**config.mk**
```make
export PLATFORM = sky130hd
export DESIGN_NAME = mem_arbiter
export DESIGN_NICKNAME = d
export VERILOG_FILES = /design/src/rtl/cpu_types_pkg.sv /design/src/rtl/mem_arbiter.sv
export SDC_FILE = /design/constraint.sdc
export NUM_CORES = 1
export LEC_CHECK = 0
export BUFFER_PORTS_ARGS = -buffer_cell sky130_fd_sc_hd__buf_2
export CORE_ASPECT_RATIO = 1.5
export CORE_MARGIN = 4
export CORE_UTILIZATION = 25
export DETAILED_ROUTE_END_ITERATION = 16
export GPL_ROUTABILITY_DRIVEN = 0
export PLACE_DENSITY_LB_ADDON = 0.3
export SYNTH_ARGS = -nofsm -noshare
export SYNTH_HDL_FRONTEND = slang
export SYNTH_SLANG_ARGS = --single-unit
```
**constraint.sdc**
```tcl
create_clock -name CLK -period 6.89 [get_ports CLK]
set_clock_uncertainty 0.1 [all_clocks]
set_input_delay 0.3445 -clock CLK [delete_from_list [all_inputs] [get_ports CLK]]
set_output_delay 0.3445 -clock CLK [all_outputs]
set_load 0.05 [all_outputs]
```
**src/rtl/cpu_types_pkg.sv**
```systemverilog
// Shared types for the cache-to-memory interface and the memory arbiter FSM.
package cpu_types_pkg;

    typedef logic [31:0] word_t;

    typedef enum logic [1:0] {
        FREE   = 2'd0,
        BUSY   = 2'd1,
        ACCESS = 2'd2,
        ERROR  = 2'd3
    } ramstate_t;

    typedef enum logic [2:0] {
        IDLE,
        IGNT,
        DRGNT,
        DWGNT,
        RETRY
    } arb_state_t;

    // Which grant a RETRY cycle must return to.
    typedef enum logic [1:0] {
        GNT_I,
        GNT_DR,
        GNT_DW
    } grant_t;

    function automatic grant_t grant_of(input arb_state_t s);
        case (s)
            IGNT:    return GNT_I;
            DRGNT:   return GNT_DR;
            default: return GNT_DW;
        endcase
    endfunction

    function automatic arb_state_t state_of(input grant_t g);
        case (g)
            GNT_I:   return IGNT;
            GNT_DR:  return DRGNT;
            default: return DWGNT;
        endcase
    endfunction

endpackage

```
**src/rtl/mem_arbiter.sv**
```systemverilog
// Arbitrates icache fills and dcache reads/writes onto a single RAM port,
// with a starvation counter that bounds icache latency under dcache load.
module mem_arbiter
    import cpu_types_pkg::*;
#(
    parameter int STARVE_LIMIT = 4,
    parameter int CNT_W        = 3
) (
    input  logic      CLK,
    input  logic      nRST,
    input  logic      iREN,
    input  word_t     iaddr,
    output logic      iwait,
    output word_t     iload,
    input  logic      dREN,
    input  logic      dWEN,
    input  word_t     daddr,
    input  word_t     dstore,
    output logic      dwait,
    output word_t     dload,
    output logic      ramREN,
    output logic      ramWEN,
    output word_t     ramaddr,
    output word_t     ramstore,
    input  word_t     ramload,
    input  ramstate_t ramstate
);

    localparam logic [CNT_W-1:0] LIMIT = CNT_W'(STARVE_LIMIT);

    arb_state_t       state_reg, state_next;
    grant_t           saved_reg;
    logic [CNT_W-1:0] cnt_reg, cnt_next;
    word_t            addr_reg, data_reg;
    logic             ren_reg, wen_reg;
    logic             starved, i_done, dr_done, dw_done;

    assign starved = iREN && (cnt_reg == LIMIT);

    // Count applied on a D grant: grows only while the icache is left waiting.
    assign cnt_next = !iREN ? '0 :
                      (cnt_reg == LIMIT) ? LIMIT : cnt_reg + CNT_W'(1);

    // A reader that withdrew never sees a completion, even if ACCESS arrives.
    assign i_done  = (state_reg == IGNT)  && iREN && (ramstate == ACCESS);
    assign dr_done = (state_reg == DRGNT) && dREN && (ramstate == ACCESS);
    assign dw_done = (state_reg == DWGNT) && (ramstate == ACCESS);

    assign iwait    = !i_done;
    assign iload    = i_done ? ramload : '0;
    assign dwait    = !(dr_done || dw_done);
    assign dload    = dr_done ? ramload : '0;
    assign ramREN   = ren_reg;
    assign ramWEN   = wen_reg;
    assign ramaddr  = addr_reg;
    assign ramstore = data_reg;

    always_comb begin
        state_next = state_reg;
        case (state_reg)
            IDLE: begin
                if (starved)   state_next = IGNT;
                else if (dWEN) state_next = DWGNT;
                else if (dREN) state_next = DRGNT;
                else if (iREN) state_next = IGNT;
            end
            IGNT: begin
                if (!iREN || ramstate == ACCESS) state_next = IDLE;
                else if (ramstate == ERROR)      state_next = RETRY;
            end
            DRGNT: begin
                if (!dREN || ramstate == ACCESS) state_next = IDLE;
                else if (ramstate == ERROR)      state_next = RETRY;
            end
            DWGNT: begin
                if (ramstate == ACCESS)     state_next = IDLE;
                else if (ramstate == ERROR) state_next = RETRY;
            end
            RETRY:   state_next = state_of(saved_reg);
            default: state_next = IDLE;
        endcase
    end

    always_ff @(posedge CLK or negedge nRST) begin
        if (!nRST) begin
            state_reg <= IDLE;
            saved_reg <= GNT_I;
            cnt_reg   <= '0;
            addr_reg  <= '0;
            data_reg  <= '0;
            ren_reg   <= 1'b0;
            wen_reg   <= 1'b0;
        end else begin
            state_reg <= state_next;
            ren_reg   <= (state_next == IGNT) || (state_next == DRGNT);
            wen_reg   <= (state_next == DWGNT);
            if (state_next == RETRY) begin
                saved_reg <= grant_of(state_reg);
            end
            // Request is latched only when leaving IDLE; retries reuse it.
            if (state_reg == IDLE) begin
                case (state_next)
                    IGNT: begin
                        addr_reg <= iaddr;
                        cnt_reg  <= '0;
                    end
                    DRGNT: begin
                        addr_reg <= daddr;
                        cnt_reg  <= cnt_next;
                    end
                    DWGNT: begin
                        addr_reg <= daddr;
                        data_reg <= dstore;
                        cnt_reg  <= cnt_next;
                    end
                    default: ;
                endcase
            end
        end
    end

endmodule

```
==> results of run 1 <==
==> cells by family after synthesis <==
kind of cell,after synthesis,share of synthesized area [%]
AO/OA/AOI/OAI,83,21.77
adder cells (fa/ha/maj),2,0.6478
buffers and inverters,32,5.377
flip-flops,74,47.94
multiplexers,33,9.588
AND/OR/NAND/NOR,93,14.67
==> area by class of cell <==
class / count / area (µm²) / share of cell area (%)
well taps: 199 / 249.0 / 4.443
clock inverters: 5 / 53.80 / 0.9600
inverters: 8 / 30.03 / 0.5358
repair buffers: 270 / 1364 / 24.34
multi-input cells: 211 / 1823 / 32.53
clock buffers: 11 / 232.7 / 4.153
flip-flops and latches: 74 / 1852 / 33.04
==> worst max-delay path by stage <==
stage	startpoint	end	slack (ps)
after global routing	state_reg[2]	ramstore[21]	3500
after global placement	state_reg[2]	ramstore[17]	3780
after CTS	state_reg[2]	ramstore[21]	3650
after floorplan	state_reg[2]	ramstore[14]	4720
final	state_reg[2]	ramstore[21]	3710
after detailed placement	state_reg[2]	ramstore[21]	3670
==> synthesized netlist by cell type, types with 2 or more instances <==
library cell | instances | area [µm²]
nor3b_1 | 2 | 15.01
buf_8 | 3 | 45.04
or2_2 | 2 | 12.51
o22ai_1 | 34 | 212.7
nand2_1 | 8 | 30.03
a21oi_1 | 2 | 10.01
a2bb2oi_1 | 5 | 43.79
and2_1 | 64 | 400.4
nor2_1 | 5 | 18.77
ha_1 | 2 | 25.02
buf_6 | 5 | 56.30
mux2_1 | 3 | 33.78
inv_1 | 8 | 30.03
o21ai_0 | 3 | 15.01
mux2_2 | 29 | 326.6
nand3b_1 | 3 | 22.52
clkbuf_1 | 12 | 45.04
nand3_1 | 2 | 10.01
dfrtp_1 | 74 | 1852
a32o_1 | 2 | 20.02
buf_2 | 2 | 10.01
a21oi_4 | 2 | 32.53
a2bb2oi_2 | 27 | 405.4
nor2b_1 | 2 | 12.51
==> power breakdown <==
part,internal (mW),total (mW),switching (mW)
Sequential,0.648,0.784,0.136
Clock,0.280,0.452,0.172
Combinational,0.594,1.85,1.26
Total,1.52,3.09,1.57
==> placed cells by master (no fill, tap or decap), types with 3 or more instances in the layout <==
master and instances:
buf_2 265, dfrtp_1 74, and2_1 64, o22ai_1 34, mux2_2 29, a2bb2oi_2 27, clkbuf_16 9, inv_1 8
nand2_1 8, nor2_1 5, a2bb2oi_1 5, buf_4 5, nand3b_1 3, mux2_1 3, o21ai_0 3, clkinv_2 3
==> routing by layer <==
layer / track usage (%) / vias up / part of all wire, %
li1: - / 1660 / -
met1: 13.11 / 1640 / 34
met2: 26.10 / 182 / 55
met3: 3.114 / 11 / 9.4
met4: 5.105 / 0 / 1.3
met5: 0 / - / 0
==> metrics by stage <==
stage / total power, mW / worst slack [ps] / hold WS (ps) / instances
2_1_floorplan: 2.275 / 4716 / -51.09 / 317
3_3_place_gp: 2.627 / 3780 / 371.1 / 762
3_5_place_dp: 2.667 / 3669 / 369.5 / 762
4_1_cts: 3.134 / 3653 / 95.85 / 778
5_1_grt: 3.268 / 3499 / 136.7 / 778
6_report: 3.089 / 3711 / 46.29 / 778
==> flow_summary.ini, run 1 <==
[synth]
synth_sequential_area_ratio_pct = 47.94
postSynthNetCount = 454
yosys_warnings = 0
postSynthCellCount = 317
synth_edf_count = 0
synth_seq_cells = 74
syn_avg_cell_area_um2 = 12.18
syn_area_um2 = 3862
synth_ff_type = dfrtp_1
asyncSetResetFlopFracSynth_pct = 100.0
yosysUniqueCellTypes = 40

[cts]
cts_hold_repair.buffers = 0
cts-buffers-inserted = 9
clock_latency_ps = 320
clk_pin_slew_worst_paths_ps = 60
postCtsSetupRepairBufs = 0
max-clock-path-buffers = 2
ctsRootBufferMaster = clkbuf_16
cts_resized = 0
h-tree-depth = 3
cts_tree = yes
clock_sink_count = 74

[placed_design]
detailed_place.area_um2 = 5318
detailed_place_hpwl_um = 9686
placement.io_buffers = 266

[sta]
finalSetupViolCount = 0
timing_hold_violations_final = 0
fin_crit_sh_pct = 46.14
peak_freq_mhz = 314.6
max_slew.worst_pin.slew_ps = 1022
max_slew_headroom_at_the_worst_pin_pct = 31.67
finalSetupTns_ps = 0
slew_viol_final = 0
rsz0062_at_grt = no
tmin_final_ps = 3179

[worst_setup_path]
cp_cell_sequence = nor3_4, buf_4, a21oi_4, buf_4, a21boi_4, mux2_2
worst_r2r_startpoint = state_reg[2]
worstSetupStartpointType = register
crit-reg2reg-capture = ramstore[21]
worstPathRequired_ps = 6990
path_delay_family = compound AO/OA/AOI/OAI gates
worst-path-buf-inv = 2
critical_path_cell_count = 6
r2r_slack_ps = 3710
timing.critical_path.mode_cell = buf_4
timing.critical_path.fanout_max = 35
cp.arrival_ps = 3280
standard_cell_with_the_maximum_stage_delay_on_the_critical_path = a21boi_4
crit_path_end_kind = register
cp_slowest_stage_delay_ps = 820
path_class = reg -> reg
r2r.worst_path.cells = 6

[die]
initial_cell_density_of_the_core_pct = 25.51
die_y_um = 160.2
die_width_um = 109.5
io-pin-count = 267
core-area_um2 = 15140
core.rowCount = 55
fp.dieArea_um2 = 17540

[global_route]
grt_pass1_wl_um = 18400
antenna_found_initial = 0
global_route_usage_over_all_layers_pct = 13.40
grt_remaining_overflow = 0
grt_max_degree = 75
first_global_vias = 3682

[layout]
layout.filler_cells = 1534
drive_above_1_share_pct = 61.14
layout.core_utilization_pct = 37.02
num-nets-final = 711
antennaDiodeCount = 0
areaGrowthSynthToFinish_pct = 45.09
postLayoutCellArea_um2 = 5604

[flow_run]
maxCapViolCount = 0

[route]
dr.first_iter.drc_count = 105
drc_markers = 0
wl_per_cell_um = 15.79
detailroute.via_count = 3493
totalWireLength_um = 12290
viasPerCell = 4.490
drtPass1Iterations = 6
postRouteAntennaNets = 0

[hold_path]
min-delay-path-class = in -> async

[power]
cellPowerDensity_nw_per_um2 = 551.2
worst_ir_drop_vdd_uv = 306.3
cellLeakagePower_nw = 2.800

[run_status]
outcome = completed
(Power assumes the default switching activity.)
==> run 2: changes to the inputs <==
Clock period 6.89 ns to 2.97 ns, I/O delays scaled along.
==> run 2 against run 1 <==
Combinational power rose by 140%. Clock power rose to 2.8 times the previous value. Global-route usage increased by 0.91 points. Maximum frequency up 23%. Sequential power grew 130%. Non-clock buffer count increased by 34. Register-to-register slack worse by 3300 ps. Critical path depth decreased by 1. Worst setup slack lost 3300 ps. Largest cell class unchanged.
==> flow_summary.ini, run 2 (synthesis gave the netlist of run 1 again) <==
[global_route]
global_route_usage_over_all_layers_pct = 14.31
first_global_vias = 3961
antenna_found_initial = 0
grt_max_degree = 75
grt_remaining_overflow = 0
grt_pass1_wl_um = 19950

[die]
io-pin-count = 267
core-area_um2 = 15140
die_width_um = 109.5
die_y_um = 160.2
core.rowCount = 55
initial_cell_density_of_the_core_pct = 25.51
fp.dieArea_um2 = 17540

[layout]
layout.filler_cells = 1469
stdcell_count = 811
mostFrequentLayoutCells = 265 x buf_2, 74 x dfrtp_1, 64 x and2_1, 34 x o22ai_1, 33 x dlygate4sd3_1
areaGrowthSynthToFinish_pct = 55.59
area.sequential_um2 = 1852
postLayoutCellArea_um2 = 6010
antennaDiodeCount = 0
layout_commonest_cell = buf_2
num-nets-final = 745
multi_input_area_um2 = 1823
drive_above_1_share_pct = 58.01

[placed_design]
place.detailed.instances = 763
placement.io_buffers = 266
detailed_place_hpwl_um = 9704
detailed_place.area_um2 = 5338

[cts]
clock_sink_count = 74
ctsRootBufferMaster = clkbuf_16
clock_latency_ps = 320
max-clock-path-buffers = 2
cts-buffers-inserted = 9
cts_tree = yes
h-tree-depth = 3
cts_resized = 0
clk_pin_slew_worst_paths_ps = 60

[sta]
max_slew.worst_pin.slew_ps = 981.1
slew_viol_final = 0
peak_freq_mhz = 386.8
timing_hold_violations_final = 0
max_slew_headroom_at_the_worst_pin_pct = 34.28
rsz0062_at_grt = no
finalSetupTns_ps = 0
fin_crit_sh_pct = 87.05
worst_hold_margin_ps = 19.11
finalSetupViolCount = 0
tmin_final_ps = 2585

[worst_setup_path]
crit_path_end_kind = register
timing.critical_path.fanout_max = 32
cp.arrival_ps = 2690
worstSetupStartpointType = register
path_class = reg -> reg
worstPathRequired_ps = 3080

[route]
wl_per_cell_um = 16.12
totalWireLength_um = 13080
dr.first_iter.drc_count = 119
viasPerCell = 4.580
drc_markers = 0
drtPass1Iterations = 4
postRouteAntennaNets = 0
detailroute.via_count = 3714

[run_status]
outcome = completed

[flow_run]
maxCapViolCount = 0

[power]
cellPowerDensity_nw_per_um2 = 1240
worst_ir_drop_vdd_uv = 777.2
cellLeakagePower_nw = 2.969
totalPowerFinal_mw = 7.454

[hold_path]
min-delay-path-class = in -> reg
==> run 2: area by class of cell <==
cell class                 instances  share of cell area, %
sequential                        74                  30.81
inverter                           8                 0.4997
multi-input combinational        211                  30.34
clock inverter                     4                  1.645
tap                              199                  4.143
clock buffer                      11                  4.039
timing repair buffer             304                  28.52
==> run 2: repair_timing <==
item                      4_1_cts  5_1_grt
buffers inserted                0        0
hold buffers                   33        0
hold endpoints to repair      106        0
==> run 2: routing by layer <==
layer	wire, µm	part of all wire, %	track usage [%]	vias up
li1	-	-	-	1725
met2	6996	54	27.35	199
met5	0	0	0	-
met1	4571	35	14.23	1767
met3	1179	9.0	3.437	23
met4	327	2.5	5.842	0
==> run 2: report_power, final <==
part           switching, mW  internal, mW  leakage [nW]
registers              0.317          1.50         0.854
clock network          0.416         0.843         0.166
logic                   2.94          1.43          1.95
total                   3.68          3.78          2.97
==> run 2: path summary, 6_finish.rpt <==
| path | start | endpoint | slack (ps) | depth (start not counted) |
|---|---|---|---|---|
| worst max-delay path | state_reg[2] | ramstore[22] | 380 | 5 |
| worst min-delay path | iaddr[17] | ramaddr[17] | 20 | 3 |
| worst max register to register | state_reg[2] | ramstore[22] | 380 | 5 |
| worst min register to register | ramstore[13] | ramstore[13] | 390 | 1 |
| max in group asynchronous | nRST | ramstore[22] | 1730 | 2 |
| min in group asynchronous | nRST | ramaddr[9] | 400 | 2 |
==> run 2: through the flow <==
step | util [%] | setup WS, ps
floorplan | - | 795.8
global placement | 35.26 | 412.9
detailed placement | 35.26 | 360.8
CTS | 39.69 | 348.3
global route | 39.69 | 237.5
finish | 39.69 | 384.7
==> run 2: worst max-delay path: stages (launching register included) <==
cell and delay (ps):
dfrtp_1 490, or3_4 480, a311oi_4 360, a21boi_4 240, buf_4 380, mux2_2 390
